### config.mk
export PLATFORM = sky130hd
export DESIGN_NAME = shift_unit_pipe
export DESIGN_NICKNAME = d
export VERILOG_FILES = /design/src/rtl/shift_unit_pipe.sv
export SDC_FILE = /design/constraint.sdc
export NUM_CORES = 1
export LEC_CHECK = 0
export CAP_MARGIN = 10
export CORE_ASPECT_RATIO = 0.75
export CORE_MARGIN = 2
export CORE_UTILIZATION = 25
export CTS_BUF_LIST = sky130_fd_sc_hd__clkbuf_4 sky130_fd_sc_hd__clkbuf_8
export CTS_CLUSTER_DIAMETER = 40
export DETAILED_ROUTE_END_ITERATION = 10
export GPL_TIMING_DRIVEN = 0
export PLACE_DENSITY_LB_ADDON = 0.25
export SETUP_SLACK_MARGIN = 0.15
export SLEW_MARGIN = 20
export SYNTH_ARGS = -nofsm -noshare
export SYNTH_HDL_FRONTEND = slang
export SYNTH_SLANG_ARGS = --single-unit
### constraint.sdc
create_clock -name clk2 -period 3.4 [get_ports clk2]
set_input_delay 0.68 -clock clk2 [delete_from_list [all_inputs] [get_ports clk2]]
set_output_delay 0.68 -clock clk2 [all_outputs]
set_load 0.02 [all_outputs]
### src/rtl/shift_unit_pipe.sv
// rtl/shift_unit_pipe.sv - pipelined shift/rotate unit with carry, zero and illegal-op flags
// Coarse shift in stage 1 and fine shift in stage 2 when PIPE_STAGES=2; a single combinational shift otherwise.
module shift_unit_pipe #(
  parameter int WIDTH       = 32,
  parameter int SHAMT_W     = $clog2(WIDTH),
  parameter int PIPE_STAGES = 2
) (
  input  logic               clk2,
  input  logic               rst2,
  input  logic               en_sh,
  input  logic               in_valid,
  output logic               in_ready,
  input  logic [WIDTH-1:0]   in_data,
  input  logic [2:0]         shift_op,
  input  logic [SHAMT_W-1:0] shift_nos,
  output logic               out_valid,
  input  logic               out_ready,
  output logic [WIDTH-1:0]   aluout_sh,
  output logic               carry,
  output logic               zero,
  output logic               op_err
);

  localparam int FINE_W = SHAMT_W / 2;

  localparam logic [2:0] OP_SLL = 3'b000;
  localparam logic [2:0] OP_SLA = 3'b001;
  localparam logic [2:0] OP_SRL = 3'b010;
  localparam logic [2:0] OP_SRA = 3'b011;
  localparam logic [2:0] OP_ROL = 3'b100;
  localparam logic [2:0] OP_ROR = 3'b101;

  function automatic logic is_illegal(input logic [2:0] op);
    is_illegal = op[2] & op[1];
  endfunction

  // sign is passed explicitly so the fine stage can keep filling with the original MSB
  function automatic logic [WIDTH-1:0] shift_by(input logic [WIDTH-1:0] d,
                                                input logic [2:0] op,
                                                input logic [SHAMT_W-1:0] a,
                                                input logic sign);
    logic [2*WIDTH-1:0] wide;
    wide     = '0;
    shift_by = d;
    case (op)
      OP_SLL, OP_SLA: shift_by = d << a;
      OP_SRL:         shift_by = d >> a;
      OP_SRA: begin
        wide     = {{WIDTH{sign}}, d} >> a;
        shift_by = wide[WIDTH-1:0];
      end
      OP_ROL: begin
        wide     = {d, d} << a;
        shift_by = wide[2*WIDTH-1:WIDTH];
      end
      OP_ROR: begin
        wide     = {d, d} >> a;
        shift_by = wide[WIDTH-1:0];
      end
      default: shift_by = d;
    endcase
  endfunction

  // WIDTH is a power of two, so 0-n wraps to WIDTH-n
  function automatic logic carry_of(input logic [WIDTH-1:0] d,
                                    input logic [2:0] op,
                                    input logic [SHAMT_W-1:0] n);
    logic [SHAMT_W-1:0] idx_l;
    logic [SHAMT_W-1:0] idx_r;
    idx_l    = {SHAMT_W{1'b0}} - n;
    idx_r    = n - {{(SHAMT_W-1){1'b0}}, 1'b1};
    carry_of = 1'b0;
    if (n != '0) begin
      case (op)
        OP_SLL, OP_SLA, OP_ROL: carry_of = d[idx_l];
        OP_SRL, OP_SRA, OP_ROR: carry_of = d[idx_r];
        default:                carry_of = 1'b0;
      endcase
    end
  endfunction

  logic             adv_out;
  logic             feed_valid;
  logic [WIDTH-1:0] feed_data;
  logic             feed_carry;
  logic             feed_err;

  assign adv_out = en_sh && (!out_valid || out_ready);

  generate
    if (PIPE_STAGES == 1) begin : g_one
      assign in_ready   = adv_out;
      assign feed_valid = in_valid;
      assign feed_data  = shift_by(in_data, shift_op, shift_nos, in_data[WIDTH-1]);
      assign feed_carry = carry_of(in_data, shift_op, shift_nos);
      assign feed_err   = is_illegal(shift_op);
    end else begin : g_two
      logic               s1_valid;
      logic [WIDTH-1:0]   s1_data;
      logic [2:0]         s1_op;
      logic [SHAMT_W-1:0] s1_fine;
      logic               s1_sign;
      logic               s1_carry;
      logic               s1_err;
      logic               adv_s1;
      logic [SHAMT_W-1:0] coarse_amt;
      logic [SHAMT_W-1:0] fine_amt;

      assign adv_s1     = en_sh && (!s1_valid || adv_out);
      assign in_ready   = adv_s1;
      assign coarse_amt = {shift_nos[SHAMT_W-1:FINE_W], {FINE_W{1'b0}}};
      assign fine_amt   = {{(SHAMT_W-FINE_W){1'b0}}, shift_nos[FINE_W-1:0]};

      always_ff @(posedge clk2) begin
        if (rst2) begin
          s1_valid <= 1'b0;
          s1_data  <= '0;
          s1_op    <= '0;
          s1_fine  <= '0;
          s1_sign  <= 1'b0;
          s1_carry <= 1'b0;
          s1_err   <= 1'b0;
        end else if (adv_s1) begin
          s1_valid <= in_valid;
          if (in_valid) begin
            s1_data  <= shift_by(in_data, shift_op, coarse_amt, in_data[WIDTH-1]);
            s1_op    <= shift_op;
            s1_fine  <= fine_amt;
            s1_sign  <= in_data[WIDTH-1];
            s1_carry <= carry_of(in_data, shift_op, shift_nos);
            s1_err   <= is_illegal(shift_op);
          end
        end
      end

      assign feed_valid = s1_valid;
      assign feed_data  = shift_by(s1_data, s1_op, s1_fine, s1_sign);
      assign feed_carry = s1_carry;
      assign feed_err   = s1_err;
    end
  endgenerate

  // outputs only reload when new data arrives, so a drained slot keeps its last values
  always_ff @(posedge clk2) begin
    if (rst2) begin
      out_valid <= 1'b0;
      aluout_sh <= '0;
      carry     <= 1'b0;
      zero      <= 1'b0;
      op_err    <= 1'b0;
    end else if (adv_out) begin
      out_valid <= feed_valid;
      if (feed_valid) begin
        aluout_sh <= feed_data;
        carry     <= feed_carry;
        zero      <= (feed_data == '0);
        op_err    <= feed_err;
      end
    end
  end

endmodule

==> results of run 1 <==
## worst max-delay path, delay by kind of cell (launching register included)
family                 cells  cell delay (ns)
AOI/OAI and AO/OA          3             0.74
DFF                        1             0.31
buffers and inverters      3             1.40
and+or+nand+nor            4             0.66
## routing by layer
layer,share of wire (%),wire length (um),vias up
li1,-,-,4669
met1,46,21700,5262
met2,39,18400,835
met3,13,6330,101
met4,2.4,1160,0
met5,0,0,-
## registers in the layout (all words and copies together) (netlist names)
signal / count
aluout_sh: 32
carry: 1
feed_carry: 1
feed_err: 1
feed_valid: 1
g_two.s1_data: 32
g_two.s1_fine: 2
g_two.s1_op: 3
g_two.s1_sign: 1
op_err: 1
out_valid: 1
zero: 1
## stage by stage
stage               TNS (ns)  setup slack [ns]
CTS                        0             0.152
finish                     0             0.202
floorplan                  0             0.190
global route               0             0.159
global placement       -9.18             -1.23
detailed placement     -7.62            -0.490
## layout make-up
cell class,count,area [um^2]
tap,457,572
inverter,13,50.0
sequential,77,1540
clock buffer,9,124
multi-input combinational,973,6630
fill,3845,24400
buffer,144,686
clock inverter,7,76.3
timing repair buffer,64,641
## cell families (layout without fill, tap and decap cells)
| family | Yosys count | count (layout) | synth area share, % |
|---|---|---|---|
| flip-flops | 77 | 77 | 17.5 |
| AND/OR/NAND/NOR | 390 | 390 | 19.9 |
| XOR/XNOR | 3 | 3 | 0.299 |
| AO/OA/AOI/OAI | 430 | 430 | 30.5 |
| adder cells (fa/ha/maj) | 2 | 2 | 0.284 |
| multiplexers | 148 | 148 | 23.6 |
| buffers and inverters | 158 | 237 | 7.89 |
## cells in the final DEF, fill, tap and decap left out, types with 25 or more instances in the layout
cell	count
a21oi_1	151
a211oi_1	35
clkbuf_1	76
o21ai_0	90
nand2_1	139
buf_2	31
a221oi_1	26
mux2i_1	78
clkdlybuf4s50_1	62
mux2_2	25
nor2_1	118
nor3_1	30
dfxtp_1	77
o211ai_1	26
mux4_2	45
## report_power, final
part	total, mW	switching, mW	leakage, nW	internal, mW
Clock	0.719	0.378	0.0954	0.341
Sequential	1.02	0.0707	0.629	0.946
Combinational	1.32	0.839	2.79	0.477
Total	3.05	1.29	3.51	1.76
## worst paths after layout
kind,start,end,cells after the start
worst max register to register,g_two.s1_op[0]$_SDFFE_PP0P_,zero$_SDFFE_PP0P_,10
worst max-delay path,g_two.s1_op[0]$_SDFFE_PP0P_,zero$_SDFFE_PP0P_,10
worst min register to register,aluout_sh[7]$_SDFFE_PP0P_,aluout_sh[7]$_SDFFE_PP0P_,2
worst min-delay path,aluout_sh[7]$_SDFFE_PP0P_,aluout_sh[7]$_SDFFE_PP0P_,2
## repair_timing
item                       CTS  global route
gates cloned                 0             0
gates resized for setup      9            33
setup endpoints to repair   19            32
pin swaps                    0             2
setup buffers                0             1
==> flow_summary.yaml, run 1 <==
setup_path:
  worstPathCellList: "buf_2, clkbuf_1, clkbuf_1, nor2_1, a31oi_1, nand2_1, a21oi_1, nand4_1, or3_1, o21ai_1"
  cpMaxStageDelayCell: "clkbuf_1"
  cp-start-kind: "register"
  reg2reg_slack_ns: 0.20
  cp_slowest_stage_delay_ns: 0.66
  crit_top_cell: "clkbuf_1"
  cp.required_ns: 3.70
  crit_arrival_ns: 3.50
  critPathMaxFanout: 10
  end_kind: "register"
  path_class: "register to register"
synth:
  synth_area_leader_cell: "dfxtp_1"
  synth_warnings: 0
  netlist_area_mm2: 0.00880
  synth_cell_types: 72
  syn-instance-count: 1208
  ys_seq_elements: 77
  ys.flop_type: "dfxtp_1"
  syn_nets: 1255
  ys_top_cells_by_count: "a21oi_1, nand2_1, nor2_1"
  ys_seq_area_share_pct: 17.5
  synth_top_area_share_pct: 17.5
  async_reset_ff_share_pct: 0
  avgSynthCellArea_um2: 7.29
  synth-edff-count: 0
  ys_top_cells_by_area: "dfxtp_1, mux4_2, mux2i_1, a21oi_1, nand2_1"
  post-synth-top-count-cell: "a21oi_1"
clocking:
  cts_buffers: 9
  cts_max_level: 3
  clockRootBuffer: "clkbuf_8"
  clock_latency_ns: 0.37
  cts_buffer_depth: 2
  cts_hold_buf: 0
  clock_sinks: 77
  cts_tree: "done"
  path_clk_slew_ns: 0.09
timing:
  hold_viol_final: 0
  worst_slew_pin_slew_ns: 0.961
  grt_setup_unrepaired: "false"
  post-route-period-util_pct: 94.0
  finClkSkew_ns: 0.00860
  setup_viol: 0
  holdWs_ns: 0.460
  period_minus_slack_ns: 3.20
  slew-limit-headroom_pct: 35.4
  fmaxAchievable_mhz: 313
  report.final.slew_viol_count: 0
floorplanning:
  row_count: 59
  die-area_mm2: 0.0367
  die_h_um: 166
  core-area_mm2: 0.0347
  initial_core_util_pct: 25.4
  die_w_um: 221
  pin_count: 82
cells_and_area:
  num_antenna_cells: 0
  final_util_pct: 29.7
  post-route-cell-area_mm2: 0.0103
  drive_gt1_share_pct: 13.3
  fin_cells: 1744
  nets: 1329
  area_delta_synth_final_pct: 17.2
detailed_routing:
  vias_per_cell: 6.23
  drt_wl_total_um: 47600
  drcViolationCount: 0
  wire_per_inst_um: 27.3
  ant_nets: 0
  dr.pass1.iters: 8
  vias: 10867
  dr.first_iter.drc_count: 1740
power:
  fin_total_pwr_mw: 3.05
  leakage_nw: 3.51
  powerDensity_mw_per_mm2: 296
  vdd_drop_max_v: 0.000148
global_routing:
  met2_usage_pct: 33.8
  grt_pass1_wl_um: 69800
  antenna_found_initial: 0
  grt_remaining_overflow: 0
  busiest_layer: "met1"
  track_usage_pct: 25.5
  grt_max_degree: 15
  met3_usage_pct: 6.81
  use_met1_pct: 40.0
  grt_pass1_vias: 10141
min_path:
  holdCritPathClass: "register to register"
place:
  port_buffers: 63
  placed_area_mm2: 0.0100
  gp_congestion: 1.04
  dpl.hpwl_um: 36200
  place_inst: 1728
outcome:
  status: "complete, no violations"
flow_run:
  drv_cap: 0
No activity file was read; power rests on OpenSTA's default activity.
==> run 2, diff against run 1 <==
--- a/config.mk
+++ b/config.mk
@@ -10,7 +10,6 @@
 export CORE_MARGIN = 2
 export CORE_UTILIZATION = 25
 export CTS_BUF_LIST = sky130_fd_sc_hd__clkbuf_4 sky130_fd_sc_hd__clkbuf_8
-export CTS_CLUSTER_DIAMETER = 40
 export DETAILED_ROUTE_END_ITERATION = 10
 export GPL_TIMING_DRIVEN = 0
 export PLACE_DENSITY_LB_ADDON = 0.25
==> constraint.sdc (replaced) <==
create_clock -name clk2 -period 3.7 [get_ports clk2]
set_input_delay 0.74 -clock clk2 [delete_from_list [all_inputs] [get_ports clk2]]
set_output_delay 0.74 -clock clk2 [all_outputs]
set_load 0.02 [all_outputs]
==> run 2 against run 1 <==
Net effect:
- critical endpoint is now g_two.s1_data[11]$_SDFFE_PP0P_
- sequential share of layout area about the same
- largest cell class unchanged
- hold slack improved by 0.0021 ns
- design area about the same
- clock power increased by 11%
==> flow_summary.yaml, run 2 (synthesis results as in run 1) <==
outcome:
  status: "complete, no violations"
setup_path:
  cp-start-kind: "input pin"
  crit_arrival_ns: 3.90
  path_class: "input pin to register"
  cp.required_ns: 4.00
  rr_worst_depth: 10
  r2r-end: "zero$_SDFFE_PP0P_"
  end_kind: "register"
  critPathMaxFanout: 10
  timing.rr.start: "g_two.s1_fine[1]$_SDFFE_PP0P_"
  reg2reg_slack_ns: 0.34
power:
  leakage_nw: 3.49
  powerDensity_mw_per_mm2: 286
  vdd_drop_max_v: 0.000125
place:
  placed_area_mm2: 0.0100
  gp_congestion: 0.986
  dpl.hpwl_um: 37600
  dp_slack_ns: -0.384
  port_buffers: 63
detailed_routing:
  drt_wl_total_um: 49200
  ant_nets: 0
  wire_per_inst_um: 28.2
  vias_per_cell: 6.25
  drcViolationCount: 0
  dr.first_iter.drc_count: 1551
  vias: 10918
  dr.pass1.iters: 6
global_routing:
  grt_max_degree: 14
  met3_usage_pct: 9.15
  met2_usage_pct: 33.9
  antenna_found_initial: 1
  grt_pass1_wl_um: 71300
  grt_remaining_overflow: 0
  use_met1_pct: 41.0
  grt_pass1_vias: 9961
  track_usage_pct: 26.4
  busiest_layer: "met1"
clocking:
  cts_tree: "done"
  clockRootBuffer: "clkbuf_8"
  clock_sinks: 77
  cts_max_level: 3
  cts_buffers: 9
  cts_buffer_depth: 2
  clock_latency_ns: 0.37
  path_clk_slew_ns: 0.08
  cts_hold_buf: 0
timing:
  hold_viol_final: 0
  slew-limit-headroom_pct: 32.3
  period_minus_slack_ns: 3.61
  grt_setup_unrepaired: "false"
  holdWs_ns: 0.462
  setup_viol: 0
  post-route-period-util_pct: 97.4
  finClkSkew_ns: 0.00903
  fmaxAchievable_mhz: 277
  report.final.slew_viol_count: 0
  timing.final.ws_setup_ns: 0.0946
  worst_slew_pin_slew_ns: 1.01
cells_and_area:
  post-route-cell-area_mm2: 0.0103
  top_regs: "aluout_sh: 32 flops, g_two.s1_data: 32 flops, g_two.s1_op: 3 flops"
  final_util_pct: 29.7
  nFillCells: 3814
  drive_gt1_share_pct: 12.2
  final_common_cell: "a21oi_1"
  final_cell_mix: "a21oi_1, nand2_1, nor2_1"
  area_delta_synth_final_pct: 17.2
  num_antenna_cells: 0
  nets: 1331
floorplanning:
  initial_core_util_pct: 25.4
  core-area_mm2: 0.0347
  pin_count: 82
  die_w_um: 221
  die_h_um: 166
  row_count: 59
  die-area_mm2: 0.0367
flow_run:
  drv_cap: 0
min_path:
  hold_path_end: "aluout_sh[7]$_SDFFE_PP0P_"
  min_from: "aluout_sh[7]$_SDFFE_PP0P_"
  whs_path_depth: 2
  holdCritPathClass: "register to register"
## run 2: changes by cell type in the layout (fill, tap and decap cells not counted), sizes merged
cell | before | now
buf | 52 | 55
bufinv | 1 | 3
clkdlybuf4s50 | 62 | 63
clkinv | 5 | 1
clkinvlp | 2 | 3
dlymetal6s2s | 1 | 0
## run 2: layer usage
| metal | up-vias | share of wire [%] |
|---|---|---|
| li1 | 4665 | - |
| met1 | 5346 | 46 |
| met2 | 820 | 38 |
| met3 | 85 | 14 |
| met4 | 2 | 2.3 |
| met5 | - | 0.020 |
## run 2: final cells by class
type	instances	area [um^2]	share of cell area, %
plain buffers	145	663	6.43
inverters	13	52.6	0.509
repair buffers	65	646	6.26
clock buffers	10	138	1.33
well taps	457	572	5.54
clock inverters	6	110	1.07
multi-input cells	973	6600	63.9
flip-flops and latches	77	1540	14.9
## run 2: where the power goes
group / internal (mW) / switching (mW) / leakage [nW]
clock network: 0.465 / 0.332 / 0.119
logic: 0.434 / 0.784 / 2.75
registers: 0.869 / 0.0637 / 0.629
## run 2: repair_timing
action / CTS / global route
cloned: 0 / 0
resized for setup: 2 / 12
setup endpoints to repair: 2 / 22
buffers inserted: 0 / 2
## run 2: how the worst max path moves through the flow
stage                            start                              to  slack (ns)  cells past startpoint
after floorplan           shift_nos[0]         feed_carry$_SDFFE_PP0P_        0.24                     12
after global placement    shift_nos[2]   g_two.s1_data[1]$_SDFFE_PP0P_       -1.13                      9
after detailed placement  shift_nos[2]   g_two.s1_data[1]$_SDFFE_PP0P_       -0.38                      9
after CTS                  shift_op[1]   g_two.s1_data[1]$_SDFFE_PP0P_        0.11                     10
after global routing       in_data[31]  g_two.s1_data[23]$_SDFFE_PP0P_        0.17                      9
final                      in_data[31]  g_two.s1_data[11]$_SDFFE_PP0P_        0.09                      9
## run 2: worst max-delay path, cell delays in order
cell	delay [ns]
clkdlybuf4s50_1	0.50
clkbuf_1	0.72
nand3_1	0.42
clkbuf_1	0.43
o21ai_0	0.27
o211ai_1	0.16
a31oi_1	0.34
a21oi_1	0.11
a21oi_1	0.19
## run 2: stage by stage
stage | power, mW | TNS (ns) | instances
6_report | 2.95 | 0 | 1746
3_5_place_dp | 2.10 | -1.95 | 1728
5_1_grt | 3.06 | 0 | 1746
2_1_floorplan | 1.66 | 0 | 1208
4_1_cts | 2.89 | 0 | 1744
3_3_place_gp | 2.12 | -5.09 | 1728
==> run 3, diff against run 2 <==
--- a/config.mk
+++ b/config.mk
@@ -8,12 +8,12 @@
 export CAP_MARGIN = 10
 export CORE_ASPECT_RATIO = 0.75
 export CORE_MARGIN = 2
-export CORE_UTILIZATION = 25
+export CORE_UTILIZATION = 45
 export CTS_BUF_LIST = sky130_fd_sc_hd__clkbuf_4 sky130_fd_sc_hd__clkbuf_8
 export DETAILED_ROUTE_END_ITERATION = 10
 export GPL_TIMING_DRIVEN = 0
 export PLACE_DENSITY_LB_ADDON = 0.25
-export SETUP_SLACK_MARGIN = 0.15
+export SETUP_SLACK_MARGIN = 0.3
 export SLEW_MARGIN = 20
 export SYNTH_ARGS = -nofsm -noshare
 export SYNTH_HDL_FRONTEND = slang
==> run 3 against run 2 <==
Net effect:
- worst setup slack better by 0.14 ns
- via count is 2.9% higher
- largest power group unchanged
- largest cell class unchanged
- clock skew is 0.0051 ns higher
- critical path type unchanged
==> flow_summary.yaml, run 3 (synthesis results as in run 1) <==
outcome:
  status: "complete, no violations"
cells_and_area:
  nets: 1329
  top_regs: "aluout_sh: 32 flops, g_two.s1_data: 32 flops, g_two.s1_op: 3 flops"
  num_antenna_cells: 0
  area_delta_synth_final_pct: 13.6
  nFillCells: 1977
  final_common_cell: "a21oi_1"
  final_cell_mix: "a21oi_1, nand2_1, nor2_1"
  post-route-cell-area_mm2: 0.0100
  drive_gt1_share_pct: 12.7
setup_path:
  path_buf_inv: 4
  critPathMaxFanout: 10
  path_class: "input pin to register"
  crit_arrival_ns: 3.70
  cpMaxStageDelayCell: "clkdlybuf4s50_1"
  cp.required_ns: 3.94
  cpLargestDelayFamily: "buffers and inverters"
  worstPathCellList: "clkdlybuf4s50_1, clkbuf_1, or2_2, clkbuf_2, nand2_1, clkbuf_2, a221oi_1, a31oi_1, a21oi_1, a21oi_1"
  end_kind: "register"
  cp-start-kind: "input pin"
  cp_slowest_stage_delay_ns: 0.47
clocking:
  clock_sinks: 77
  cts_max_level: 3
  path_clk_slew_ns: 0.09
  cts_buffers: 9
  cts_buffer_depth: 2
  clockRootBuffer: "clkbuf_8"
  cts_tree: "done"
  clock_latency_ns: 0.38
timing:
  worst_slew_pin_slew_ns: 0.972
  grt_setup_unrepaired: "true"
  post-route-period-util_pct: 93.6
  setup_viol: 0
  slew-limit-headroom_pct: 35.0
  period_minus_slack_ns: 3.46
  setup_tns_ns: 0
  report.final.slew_viol_count: 0
  fmaxAchievable_mhz: 289
  hold_viol_final: 0
  finClkSkew_ns: 0.0141
global_routing:
  grt_pass1_vias: 10102
  antenna_found_initial: 0
  grt_remaining_overflow: 0
  grt_max_degree: 15
  grt_pass1_wl_um: 66400
  track_usage_pct: 43.6
detailed_routing:
  ant_nets: 0
  vias_per_cell: 7.30
  drcViolationCount: 0
  dr.pass1.iters: 9
  wire_per_inst_um: 29.7
  dr.first_iter.drc_count: 2253
  drt_wl_total_um: 45700
  vias: 11239
power:
  leakage_nw: 3.48
  powerDensity_mw_per_mm2: 278
  vdd_drop_max_v: 0.000165
floorplanning:
  die-area_mm2: 0.0207
  die_w_um: 165
  pin_count: 82
  row_count: 44
  die_h_um: 125
  core-area_mm2: 0.0193
  initial_core_util_pct: 45.7
place:
  placed_area_mm2: 0.00975
  port_buffers: 63
  gp_congestion: 1.13
  dpl.hpwl_um: 34900
flow_run:
  drv_cap: 0
min_path:
  holdCritPathClass: "register to register"
[run 3: cell count changes in the layout (fill, tap and decap cells not counted), sizes merged]
cell / change
buf: -6
clkbuf: +5
bufinv: -3
inv: +2
clkinv: +1
clkinvlp: -1
[run 3: report_power, final]
group | switching (mW) | internal (mW) | total, mW
Sequential | 0.0649 | 0.869 | 0.934
Clock | 0.351 | 0.286 | 0.637
Combinational | 0.770 | 0.434 | 1.20
Total | 1.19 | 1.59 | 2.78
[run 3: path summary, 6_finish.rpt]
path | startpoint | end | slack [ns] | depth (start not counted)
min | aluout_sh[19]$_SDFFE_PP0P_ | aluout_sh[19]$_SDFFE_PP0P_ | 0.46 | 2
max | shift_op[1] | g_two.s1_data[10]$_SDFFE_PP0P_ | 0.24 | 10
min reg2reg | aluout_sh[19]$_SDFFE_PP0P_ | aluout_sh[19]$_SDFFE_PP0P_ | 0.46 | 2
max reg2reg | g_two.s1_fine[1]$_SDFFE_PP0P_ | zero$_SDFFE_PP0P_ | 0.51 | 11
[run 3: tightest hold or removal path, delay by kind of cell (launching register included)]
kind / cells / cell delay [ns]
buffers and inverters: 1 / 0.05
DFF: 1 / 0.32
AOI/OAI and AO/OA: 1 / 0.05
[run 3: per-stage QoR]
| step | instances | total power, mW | worst slack [ns] | util (%) | hold slack (ns) |
|---|---|---|---|---|---|
| after floorplan | 1208 | 1.66 | 0.333 | - | 0.432 |
| after global placement | 1524 | 2.07 | -0.228 | 50.6 | 0.446 |
| after detailed placement | 1524 | 2.07 | -0.218 | 50.6 | 0.451 |
| after CTS | 1540 | 2.70 | 0.262 | 51.7 | 0.465 |
| after global routing | 1540 | 2.87 | 0.264 | 51.9 | 0.481 |
| final | 1540 | 2.78 | 0.237 | 51.9 | 0.462 |
[run 3: cell type report]
cell class                      count  area (um^2)  share of cell area, %
Multi-Input combinational cell    973         6600                   65.9
Clock buffer                       11          151                   1.51
Buffer                            145          676                   6.76
Timing Repair Buffer               63          631                   6.30
Inverter                           13         50.0                  0.500
Clock inverter                      5         41.3                  0.413
Sequential cell                    77         1540                   15.4
Tap cell                          253          317                   3.16
[run 3: what timing repair did]
| action | 4_1_cts | 5_1_grt |
|---|---|---|
| setup endpoints to repair | 9 | 20 |
| setup buffers | 0 | 0 |
| resized for setup | 3 | 25 |
| hold buffers | 0 | 0 |
[run 3: routing by layer]
metal	routed length, um	up-vias	share of wire (%)	GRT usage, %
li1	-	4666	-	-
met1	19200	5334	42	65.7
met2	16200	1099	35	51.7
met3	9220	140	20	25.7
met4	1110	0	2.4	9.33
met5	0	-	0	0
